==> src/rtl/pipe_ctrl_pkg.sv <==
// Shared definitions for the pipeline controller.
//   state_t            : controller state encoding (RUN / WAIT / FLUSH)
//   FLUSH_CYCLES_DEF   : default number of post-jump bubbles (covers sync-ROM fetch latency)
package pipe_ctrl_pkg;

    typedef enum logic [1:0] {
        ST_RUN   = 2'd0,
        ST_WAIT  = 2'd1,
        ST_FLUSH = 2'd2
    } state_t;

    localparam int FLUSH_CYCLES_DEF = 1;

endpackage

==> src/rtl/pipe_ctrl.sv <==
// Pipeline controller: turns EX jump requests, EX multi-cycle holds, data-bus wait and
// ID load-use hazards into flush (jump_en_o), freeze (hold_pc_o) and bubble (hold_flag_o)
// commands for the PC and the IF/ID, ID/EX pipeline registers.
// Ports:
//   clk, rst                 clock (rising edge), asynchronous active-low reset
//   ex_jump_req_i/addr_i     taken branch/jump resolved in EX and its target
//   ex_hold_req_i            EX multi-cycle op busy
//   mem_wait_i               data bus not ready; whole pipeline freezes
//   ex_is_load_i, ex_rd_*    EX load and destination register (load-use detection)
//   id_rs1/rs2_addr_i, *_re_i  ID source registers and their read enables
//   jump_en_o, jump_addr_o   PC load + pipeline flush, jump target
//   hold_pc_o                PC and IF/ID keep value
//   hold_flag_o              ID/EX loads a NOP bubble
//   stall_cnt_o              saturating count of cycles with hold_pc_o=1
// Outputs are combinational from state + inputs; state and counters update on the clock.
module pipe_ctrl
    import pipe_ctrl_pkg::*;
#(
    parameter int FLUSH_CYCLES = FLUSH_CYCLES_DEF,
    parameter int CNT_W        = 32
) (
    input  logic             clk,
    input  logic             rst,
    input  logic             ex_jump_req_i,
    input  logic [31:0]      ex_jump_addr_i,
    input  logic             ex_hold_req_i,
    input  logic             mem_wait_i,
    input  logic             ex_is_load_i,
    input  logic [4:0]       ex_rd_addr_i,
    input  logic [4:0]       id_rs1_addr_i,
    input  logic             id_rs1_re_i,
    input  logic [4:0]       id_rs2_addr_i,
    input  logic             id_rs2_re_i,
    output logic             jump_en_o,
    output logic [31:0]      jump_addr_o,
    output logic             hold_pc_o,
    output logic             hold_flag_o,
    output logic [CNT_W-1:0] stall_cnt_o
);

    localparam logic [2:0] FC = 3'(FLUSH_CYCLES);
    // With no flush bubbles configured a jump returns straight to RUN.
    localparam state_t JUMP_NEXT = (FC == 3'd0) ? ST_RUN : ST_FLUSH;

    state_t      state_q, state_d;
    logic        pend_q, pend_d;
    logic [31:0] pend_addr_q, pend_addr_d;
    logic [2:0]  flush_cnt_q, flush_cnt_d;
    logic [CNT_W-1:0] stall_q;
    logic        hazard;
    logic        run_mode;

    assign hazard = ex_is_load_i && (ex_rd_addr_i != 5'd0) &&
                    ((id_rs1_re_i && (id_rs1_addr_i == ex_rd_addr_i)) ||
                     (id_rs2_re_i && (id_rs2_addr_i == ex_rd_addr_i)));

    always_comb begin
        jump_en_o   = 1'b0;
        jump_addr_o = ex_jump_addr_i;
        hold_pc_o   = 1'b0;
        hold_flag_o = 1'b0;
        state_d     = state_q;
        pend_d      = pend_q;
        pend_addr_d = pend_addr_q;
        flush_cnt_d = flush_cnt_q;
        run_mode    = 1'b0;

        case (state_q)
            ST_RUN: run_mode = 1'b1;
            ST_WAIT: begin
                if (mem_wait_i) begin
                    hold_pc_o   = 1'b1;
                    hold_flag_o = 1'b1;
                    // First pending jump wins; later ones come from squashed instructions.
                    if (ex_jump_req_i && !pend_q) begin
                        pend_d      = 1'b1;
                        pend_addr_d = ex_jump_addr_i;
                    end
                end else if (pend_q) begin
                    // Replay the jump deferred by the bus wait.
                    jump_en_o   = 1'b1;
                    jump_addr_o = pend_addr_q;
                    pend_d      = 1'b0;
                    state_d     = JUMP_NEXT;
                    flush_cnt_d = FC;
                end else begin
                    run_mode = 1'b1;
                end
            end
            ST_FLUSH: begin
                // EX holds a NOP here, so jump requests and hazards are stale.
                hold_flag_o = 1'b1;
                if (mem_wait_i) begin
                    hold_pc_o = 1'b1;
                end else if (flush_cnt_q <= 3'd1) begin
                    flush_cnt_d = 3'd0;
                    state_d     = ST_RUN;
                end else begin
                    flush_cnt_d = flush_cnt_q - 3'd1;
                end
            end
            default: state_d = ST_RUN;
        endcase

        if (run_mode) begin
            state_d = ST_RUN;
            if (mem_wait_i) begin
                // Wait beats a simultaneous jump; the jump is deferred, not dropped.
                hold_pc_o   = 1'b1;
                hold_flag_o = 1'b1;
                state_d     = ST_WAIT;
                if (ex_jump_req_i) begin
                    pend_d      = 1'b1;
                    pend_addr_d = ex_jump_addr_i;
                end
            end else if (ex_jump_req_i) begin
                jump_en_o   = 1'b1;
                state_d     = JUMP_NEXT;
                flush_cnt_d = FC;
            end else if (ex_hold_req_i || hazard) begin
                hold_pc_o   = 1'b1;
                hold_flag_o = 1'b1;
            end
        end
    end

    always_ff @(posedge clk or negedge rst) begin
        if (!rst) begin
            state_q     <= ST_RUN;
            pend_q      <= 1'b0;
            pend_addr_q <= 32'd0;
            flush_cnt_q <= 3'd0;
        end else begin
            state_q     <= state_d;
            pend_q      <= pend_d;
            pend_addr_q <= pend_addr_d;
            flush_cnt_q <= flush_cnt_d;
        end
    end

    always_ff @(posedge clk or negedge rst) begin
        if (!rst) begin
            stall_q <= '0;
        end else if (hold_pc_o && (stall_q != '1)) begin
            stall_q <= stall_q + CNT_W'(1);
        end
    end

    assign stall_cnt_o = stall_q;

endmodule
==> config.mk <==
export PLATFORM = sky130hd
export DESIGN_NAME = pipe_ctrl
export DESIGN_NICKNAME = d
export VERILOG_FILES = /design/src/rtl/pipe_ctrl_pkg.sv /design/src/rtl/pipe_ctrl.sv
export SDC_FILE = /design/constraint.sdc
export NUM_CORES = 1
export LEC_CHECK = 0
export CAP_MARGIN = 20
export CORE_MARGIN = 4
export CORE_UTILIZATION = 40
export DETAILED_ROUTE_END_ITERATION = 16
export GPL_ROUTABILITY_DRIVEN = 0
export PLACE_DENSITY_LB_ADDON = 0.05
export SETUP_SLACK_MARGIN = 0.15
export SLEW_MARGIN = 15
export SYNTH_ARGS = -nofsm -noshare
export SYNTH_HDL_FRONTEND = slang
export SYNTH_SLANG_ARGS = --single-unit
==> constraint.sdc <==
create_clock -name clk -period 3 [get_ports clk]
set_input_delay 0.6 -clock clk [delete_from_list [all_inputs] [get_ports clk]]
set_output_delay 0.6 -clock clk [all_outputs]
set_load 0.02 [all_outputs]
======== Yosys cells after proc, flatten, opt, wreduce, memory -nomap -nowiden ========
Cells that the tools add are included.
cells by class
  eq/ne operators ......................... 10
  bitwise gates (word level) .............. 0
  order comparisons ....................... 1
  $add $sub $neg .......................... 2
  multiplexer cells ....................... 51
  div/mod/pow operators ................... 0
  reductions and logical operators ........ 13
  shifts and indexed selects .............. 0
  multiply operators ...................... 0
operators by type and width
  cell                   count
  $mux 32                9
  $add 32x1->32 const B  1
  $ne 32x32->1 const B   1
  $mux 1                 24
  $mux 3                 7
  $mux 2                 7
  $ne 3x3->1 const B     4
  $eq 5x5->1             2
  $logic_and 1x1->1      6
  $pmux 2 s3             1
  $pmux 3 s2             1
  $reduce_and 5->1       1
  $reduce_bool 5->1      1
  $pmux 1 s2             2
  $le 3x1->1 const B     1
  $sub 3x1->3 const B    1
  $eq 2x1->1 const B     1
  $eq 2x2->1 const B     1
  $logic_not 2->1        1
  $logic_or 1x1->1       2
  $ne 2x2->1 const B     1
  $reduce_or 2->1        1
  $logic_not 1->1        1
word-level totals
  RAM bits ................................ 0
  bits of input ports ..................... 55
  latch bits .............................. 0
  output and inout port bits .............. 67
  word-level logic and storage cells ...... 82
  register bits after elaboration ......... 70
  memories kept ........................... 0
  memory bits (read-only) ................. 0

======== Depth between registers and ports, before layout ========
Gate-level depths: netlist (run 1).
  word-level depth ........................ 10
  gate-level depth with buffers ........... 11
  mapped depth without buffers ............ 9

======== Worst setup path after synthesis (run 1) ========
No wires, ideal clock.
  path kind ............................... reg-to-output
  start ................................... reg state_q[0]
  end ..................................... out hold_pc_o
  setup slack ............................. 0.716 ns
  data required time ...................... 2.400 ns
  arrival time ............................ 1.684 ns
  path buffers ............................ 1
  cell stages (with the launch flop) ...... 8
  cell sequence ........................... dfrtp_1 ha_1 buf_2 nor2b_4 or2_1 a31o_2 a21oi_4 inv_1
on the way
  longest elaborated chain between the ends .. 7
  elaborated cells on any way between the ends .. 10
  classes of those cells .................. 2 x eq/ne; 6 x mux; 2 x reduce/logical
ends and longest elaborated chain
  what                                             RTL line          RTL
  start: declaration                               pipe_ctrl.sv:45   state_t state_q, state_d;
  start signal: assignment                         pipe_ctrl.sv:134  state_q <= state_d;
  $eq 2x2->1 / $eq 2x1->1 (equally long branches)  pipe_ctrl.sv:68   case (state_q)
  $reduce_or 2->1 (no line)                        -
  $mux 1                                           -
  $mux 1                                           pipe_ctrl.sv:120  end else if (ex_hold_req_i || hazard) begin
  $mux 1                                           pipe_ctrl.sv:116  end else if (ex_jump_req_i) begin
  $mux 1                                           pipe_ctrl.sv:107  if (mem_wait_i) begin
  $mux 1 (*)                                       pipe_ctrl.sv:105  if (run_mode) begin
  end: declaration                                 pipe_ctrl.sv:36   output logic hold_pc_o,
Mark *: on every way between the ends. The rest lies on a longest branch, timed or not.

======== Worst setup path after layout (run 1) ========
  start ................................... in ex_rd_addr_i[1]
  end ..................................... out hold_flag_o
on the way
  longest elaborated chain between the ends .. 9
  elaborated cells on any way between the ends .. 13
  classes of those cells .................. 2 x eq/ne; 4 x mux; 7 x reduce/logical
ends and longest elaborated chain
  what                                         RTL line                          RTL
  start: declaration                           pipe_ctrl.sv:29                   input logic [4:0] ex_rd_addr_i,
  $eq 5x5->1, on equally long branches         pipe_ctrl.sv:54, pipe_ctrl.sv:55
  $logic_and 1x1->1, on equally long branches  pipe_ctrl.sv:54, pipe_ctrl.sv:55
  $logic_or 1x1->1                             pipe_ctrl.sv:54                   ((id_rs1_re_i && (id_rs1_addr_i == ex_rd_addr_i)) ||
  $logic_and 1x1->1 (*)                        pipe_ctrl.sv:53                   assign hazard = ex_is_load_i && (ex_rd_addr_i != 5'd0) &&
  $logic_or 1x1->1 (*)                         pipe_ctrl.sv:120
  $mux 1 (*)                                   pipe_ctrl.sv:120
  $mux 1 (*)                                   pipe_ctrl.sv:116
  $mux 1 (*)                                   pipe_ctrl.sv:107
  $mux 1 (*)                                   pipe_ctrl.sv:105
  end: declaration                             pipe_ctrl.sv:37                   output logic hold_flag_o,
Marks and branches as above.

==> flow_summary.yaml, run 1 <==
pwr:
  p_seq_frac: 0.398
  clock_power_share: 0.226
  p_per_area_nw_per_um2: 662
  p_leak_nw: 2.26
  power_mw: 3.56
  comb_power_share: 0.377
  power.switching_mw: 1.16
  p_int_mw: 2.40
  swShare: 0.326
  vdd_drop_max_uv: 508
clock_network:
  clkSlewWorstSetupHoldPaths_ps: 70
  clk-insertion-delay-late_ps: 340
  cts_inserted_buffers: 9
  clockBufferDepth: 2
  clock-sinks: 70
  cts_root_buf: "clkbuf_8"
  cts_tree: "done"
  hold_buffers: 0
  htree_levels: 3
global_routing:
  antenna_found_initial: 0
  grt_usage: 0.175
  grt_start_max_net_pins: 39
  grt_pass1_vias: 3064
  grt_pass1_wl_um: 15500
  grt_overflow: 0
placed_design:
  dp_slack_ps: -185
  hpwlAfterDp_um: 6730
  port-buffer-count: 121
logic_synthesis:
  yosysWarningCount: 0
  syn_nets: 386
  synth_cell_types: 45
  netlist_area_um2: 3750
  synth-seq-cells: 70
  synth.avg_cell_area_um2: 11.5
  ys_seq_area_frac: 0.467
  synthCells: 326
drt:
  drtPass1Iterations: 4
  vias_per_cell: 5.10
  wl_per_cell_um: 16.0
  postRouteAntennaNets: 0
  totalWireLength_um: 9240
  drc: 0
  drtIter0Drc: 73
  num_vias: 2945
worst_setup_path:
  cp_slowest_cell: "or4_4"
  crit_required_ps: 2400
  crit_path_max_incr_delay_ps: 560
  start_kind: "primary input"
  path_cells: "clkdlybuf4s50_1 > or4_4 > o21a_1 > a21oi_1 > o221ai_1 > clkbuf_2"
  endpoint_kind: "primary output"
  cp_top_family: "buffers and inverters"
  cp.arrival_ps: 2210
  cp_max_fo: 2
  crit_type: "in2out"
  crit_buf_inv: 2
cells_and_area:
  syn2layout_area_growth_pct: 43.4
  num_antenna_cells: 0
  fin_nets: 523
  final_util: 0.585
  drive_above_1_share: 0.246
die:
  dieArea_um2: 11000
  core_um2: 9200
  io_pins: 122
  row_count: 35
  initial_core_util: 0.408
  die_y_um: 105
  die_w_um: 105
status:
  status: "finished, final reports clean"
timing:
  max_freq_mhz: 356
  hold_violations: 0
  finalSetupViolCount: 0
  slew_viol_final: 0
  fin_crit_sh: 0.936
  rsz0062_at_grt: "true"
  relSlewSlack: 0.481
  setup_slack_ps: 192
  tightest_slew_ps: 778
  fin_crit_ps: 2810
  fin_worst_skew_ps: 7.30
flow_run:
  drv_cap: 0
worst_hold_path:
  hold_path.class: "in2async"
## area by class of cell
class / count / area [um2]
clock buffers: 10 / 128
well taps: 111 / 139
multi-input cells: 236 / 1930
fillers: 831 / 3810
repair buffers: 138 / 1330
clock inverters: 5 / 75.1
flip-flops and latches: 70 / 1750
inverters: 8 / 30.0
## layer usage
layer,wire length [um],GRT usage
met1,4120,0.222
met2,4660,0.299
met3,331,0.0327
met4,122,0.0590
met5,0,0
## worst reg2reg max path, stage by stage, from the launching register on
cell	delay, ps
dfrtp_1	400
inv_1	110
ha_4	200
nor3b_1	190
o21bai_1	110
nor2_1	190
a21oi_4	80
buf_4	170
nor2_2	240
buf_4	230
nand4_1	130
xnor2_1	150
## power by group through the flow
stage,clock [mW],sequential (mW),combinational [mW]
2_1_floorplan,0,1.44,0.842
3_3_place_gp,0,1.41,1.36
4_1_cts,0.835,1.42,1.36
5_1_grt,0.880,1.46,1.47
6_report,0.803,1.42,1.34
3_5_place_dp,0,1.43,1.38
## metrics by stage
stage / setup TNS (ps) / hold WS, ps / instances / area (um2)
3_3_place_gp: -330 / 477 / 562 / 5170
4_1_cts: 0 / 354 / 578 / 5380
2_1_floorplan: 0 / 304 / 326 / 3750
3_5_place_dp: -450 / 482 / 562 / 5170
5_1_grt: 0 / 388 / 578 / 5380
6_report: 0 / 330 / 578 / 5380
## timing repair
action	CTS	global route
pin swaps	0	0
buffers inserted	0	0
gates cloned	1	0
setup endpoints to repair	35	3
resized for setup	41	6
## final timing paths
kind                                       from               to  slack [ps]  cells after the start
worst max-delay path            ex_rd_addr_i[1]      hold_flag_o         190                      6
worst min-delay path                        rst  pend_addr_q[31]         330                      1
worst max register to register       state_q[1]  stall_cnt_o[13]         670                     11
min in group clk                stall_cnt_o[31]  stall_cnt_o[31]         500                      1
worst min register to register  stall_cnt_o[31]  stall_cnt_o[31]         500                      1
max in group asynchronous                   rst  stall_cnt_o[16]        1990                      2
## cell families after synthesis
kind of cell,share of synthesized area
DFF,0.467
adders and majority gates,0.0167
buffers and inverters,0.0263
and+or+nand+nor,0.153
xor gates and xnor gates,0.0957
muxes,0.199
AOI/OAI and AO/OA,0.0427
## registers in the layout, summed over array words and instances (netlist names)
name and count:
pend_addr_q 32, stall_cnt_o 32, flush_cnt_q 3, state_q 2
pend_q 1
## cells in the final DEF (no fill, tap or decap), drive strengths merged
master         instances
clkdlybuf4s50         85
dfrtp                 70
mux2                  66
xnor2                 37
dlygate4sd2           32
nand2                 23
buf                   19
nand3                 16
nand4                 14
nor2                  14
clkbuf                11
inv                    8
nor3                   8
a21oi                  7
and3                   7
o21ai                  5
and2                   5
ha                     5
xor2                   4
and4                   4
clkinv                 3
nor2b                  3
o221ai                 2
nor3b                  2
bufinv                 2
o22ai                  2
nor4b                  2
or4                    2
or2                    1
a31oi                  1
o21bai                 1
a31o                   1
a21boi                 1
o21a                   1
a221oi                 1
a22o                   1
dlymetal6s2s           1
## cells in the mapped netlist
cell type | count | area [um2]
a21boi_0 | 1 | 7.51
a21oi_1 | 6 | 30.0
a21oi_4 | 1 | 16.3
a221oi_1 | 1 | 8.76
a22o_1 | 1 | 8.76
a31o_2 | 1 | 8.76
a31oi_1 | 1 | 6.26
and2_1 | 4 | 25.0
and2_4 | 1 | 8.76
and3_1 | 6 | 37.5
and3_4 | 1 | 11.3
and4_1 | 3 | 26.3
and4_4 | 1 | 11.3
buf_2 | 4 | 20.0
buf_4 | 1 | 7.51
buf_6 | 2 | 22.5
clkbuf_1 | 5 | 18.8
dfrtp_1 | 70 | 1750
ha_1 | 5 | 62.6
inv_1 | 8 | 30.0
mux2_2 | 65 | 732
mux2_4 | 1 | 15.0
nand2_1 | 23 | 86.3
nand3_1 | 16 | 80.1
nand4_1 | 14 | 87.6
nor2_1 | 13 | 48.8
nor2_2 | 1 | 6.26
nor2b_1 | 2 | 12.5
nor2b_4 | 1 | 13.8
nor3_1 | 7 | 35.0
nor3_2 | 1 | 10.0
nor3b_1 | 2 | 15.0
nor4b_1 | 1 | 8.76
nor4b_4 | 1 | 23.8
o21a_1 | 1 | 7.51
o21ai_0 | 4 | 20.0
o21ai_2 | 1 | 8.76
o21bai_1 | 1 | 7.51
o221ai_1 | 2 | 17.5
o22ai_1 | 2 | 12.5
or2_1 | 1 | 6.26
or4_1 | 1 | 7.51
or4_4 | 1 | 11.3
xnor2_1 | 37 | 324
xor2_1 | 4 | 35.0
No activity file was read; power rests on OpenSTA's default activity.
==> inputs of run 2 (changes only) <==
==> constraint.sdc (replaced) <==
create_clock -name clk -period 3.15 [get_ports clk]
set_input_delay 0.63 -clock clk [delete_from_list [all_inputs] [get_ports clk]]
set_output_delay 0.63 -clock clk [all_outputs]
set_load 0.02 [all_outputs]
==> run 2 against run 1 <==
  * Combinational power down 4%
  * Via count is 0.44% lower
  * Hold slack improved by 47 ps
  * Clock skew is essentially flat
  * Die area unchanged
  * Critical path type unchanged
  * Largest power group unchanged
==> flow_summary.yaml, run 2 (synthesized netlist as in run 1, its figures left out) <==
drt:
  drtIter0Drc: 54
  totalWireLength_um: 9070
  num_vias: 2932
  drtPass1Iterations: 4
  postRouteAntennaNets: 0
  vias_per_cell: 5.09
  wl_per_cell_um: 15.7
  drc: 0
timing:
  relSlewSlack: 0.464
  rsz0062_at_grt: "false"
  slew_viol_final: 0
  fin_crit_sh: 0.913
  finalSetupViolCount: 0
  fin_tns_setup_ps: 0
  setup_slack_ps: 276
  fin_worst_skew_ps: 6.98
  hold_violations: 0
  tightest_slew_ps: 804
  max_freq_mhz: 348
  whs_ps: 377
  fin_crit_ps: 2870
cells_and_area:
  fin_nets: 522
  syn2layout_area_growth_pct: 43.8
  drive_above_1_share: 0.243
  layout_commonest_cell: "clkdlybuf4s50_1"
  layout_common_cells: "clkdlybuf4s50_1, dfrtp_1, mux2_2"
  num_antenna_cells: 0
clock_network:
  clk-insertion-delay-late_ps: 330
  cts_inserted_buffers: 9
  clockBufferDepth: 2
  cts_root_buf: "clkbuf_8"
  clkSlewWorstSetupHoldPaths_ps: 70
  cts_setup_buffers: 0
  htree_levels: 3
  clock-sinks: 70
  cts_tree: "done"
flow_run:
  drv_cap: 0
worst_setup_path:
  cp.arrival_ps: 2240
  crit_type: "in2out"
  cp_max_fo: 3
  start_kind: "primary input"
  endpoint_kind: "primary output"
  worstRegToRegCells: 11
  rr_startpoint: "state_q[1]"
  rrSetupSlack_ps: 850
  crit_required_ps: 2520
  regToRegEndpoint: "stall_cnt_o[13]"
die:
  die_y_um: 105
  die_w_um: 105
  io_pins: 122
  dieArea_um2: 11000
  initial_core_util: 0.408
  core_um2: 9200
  row_count: 35
pwr:
  p_per_area_nw_per_um2: 612
  vdd_drop_max_uv: 470
  p_leak_nw: 2.35
  power_mw: 3.30
placed_design:
  port-buffer-count: 121
  hpwlAfterDp_um: 6620
  dp_slack_ps: -99.1
global_routing:
  grt_pass1_vias: 3082
  grt_overflow: 0
  grt_pass1_wl_um: 15200
  grt_usage: 0.169
  antenna_found_initial: 0
  grt_start_max_net_pins: 38
worst_hold_path:
  hold_path.class: "in2async"
status:
  status: "finished, final reports clean"
==> run 2: critical path, stage by stage <==
cell and delay [ps]:
clkdlybuf4s50_1 470, or4_4 550, o21a_1 180, a21oi_1 120
o221ai_1 130, clkbuf_2 170
==> run 2: power by group <==
group | switching (mW) | total, mW | internal, mW
clock network | 0.326 | 0.679 | 0.353
registers | 0.169 | 1.34 | 1.18
logic | 0.599 | 1.28 | 0.682
total | 1.09 | 3.30 | 2.21
==> run 2: how the worst max path moves through the flow <==
stage	startpoint	to	slack (ps)	cells after the start
finish	ex_rd_addr_i[2]	hold_flag_o	280	6
global route	state_q[1]	jump_en_o	160	7
CTS	mem_wait_i	jump_addr_o[14]	80	6
detailed placement	ex_rd_addr_i[1]	hold_flag_o	-100	8
global placement	ex_rd_addr_i[2]	hold_flag_o	-100	6
floorplan	ex_rd_addr_i[1]	hold_pc_o	810	5
==> run 2: metrics by stage <==
stage	utilization	cell area, um2	cells
6_report	0.587	5400	576
3_5_place_dp	0.562	5170	561
5_1_grt	0.587	5400	576
2_1_floorplan	-	3750	326
4_1_cts	0.579	5320	575
3_3_place_gp	0.562	5170	561
==> run 2: timing repair <==
item / 4_1_cts / 5_1_grt
hold buffers: 0 / 0
gates cloned: 0 / 1
hold endpoints to repair: 0 / 0
endpoints found under the setup margin: 34 / 19
resized for setup: 18 / 25
==> run 2: layout make-up <==
class	instances	area (um2)
fill	816	3800
clock buffer	9	124
sequential	70	1750
timing repair buffer	137	1380
clock inverter	5	52.6
tap	111	139
multi-input combinational	236	1920
inverter	8	30.0
==> run 2: layer usage <==
metal	global-route usage	wire length, um
met5	0	0
met4	0.0506	86
met3	0.0389	366
met2	0.286	4600
met1	0.214	4020
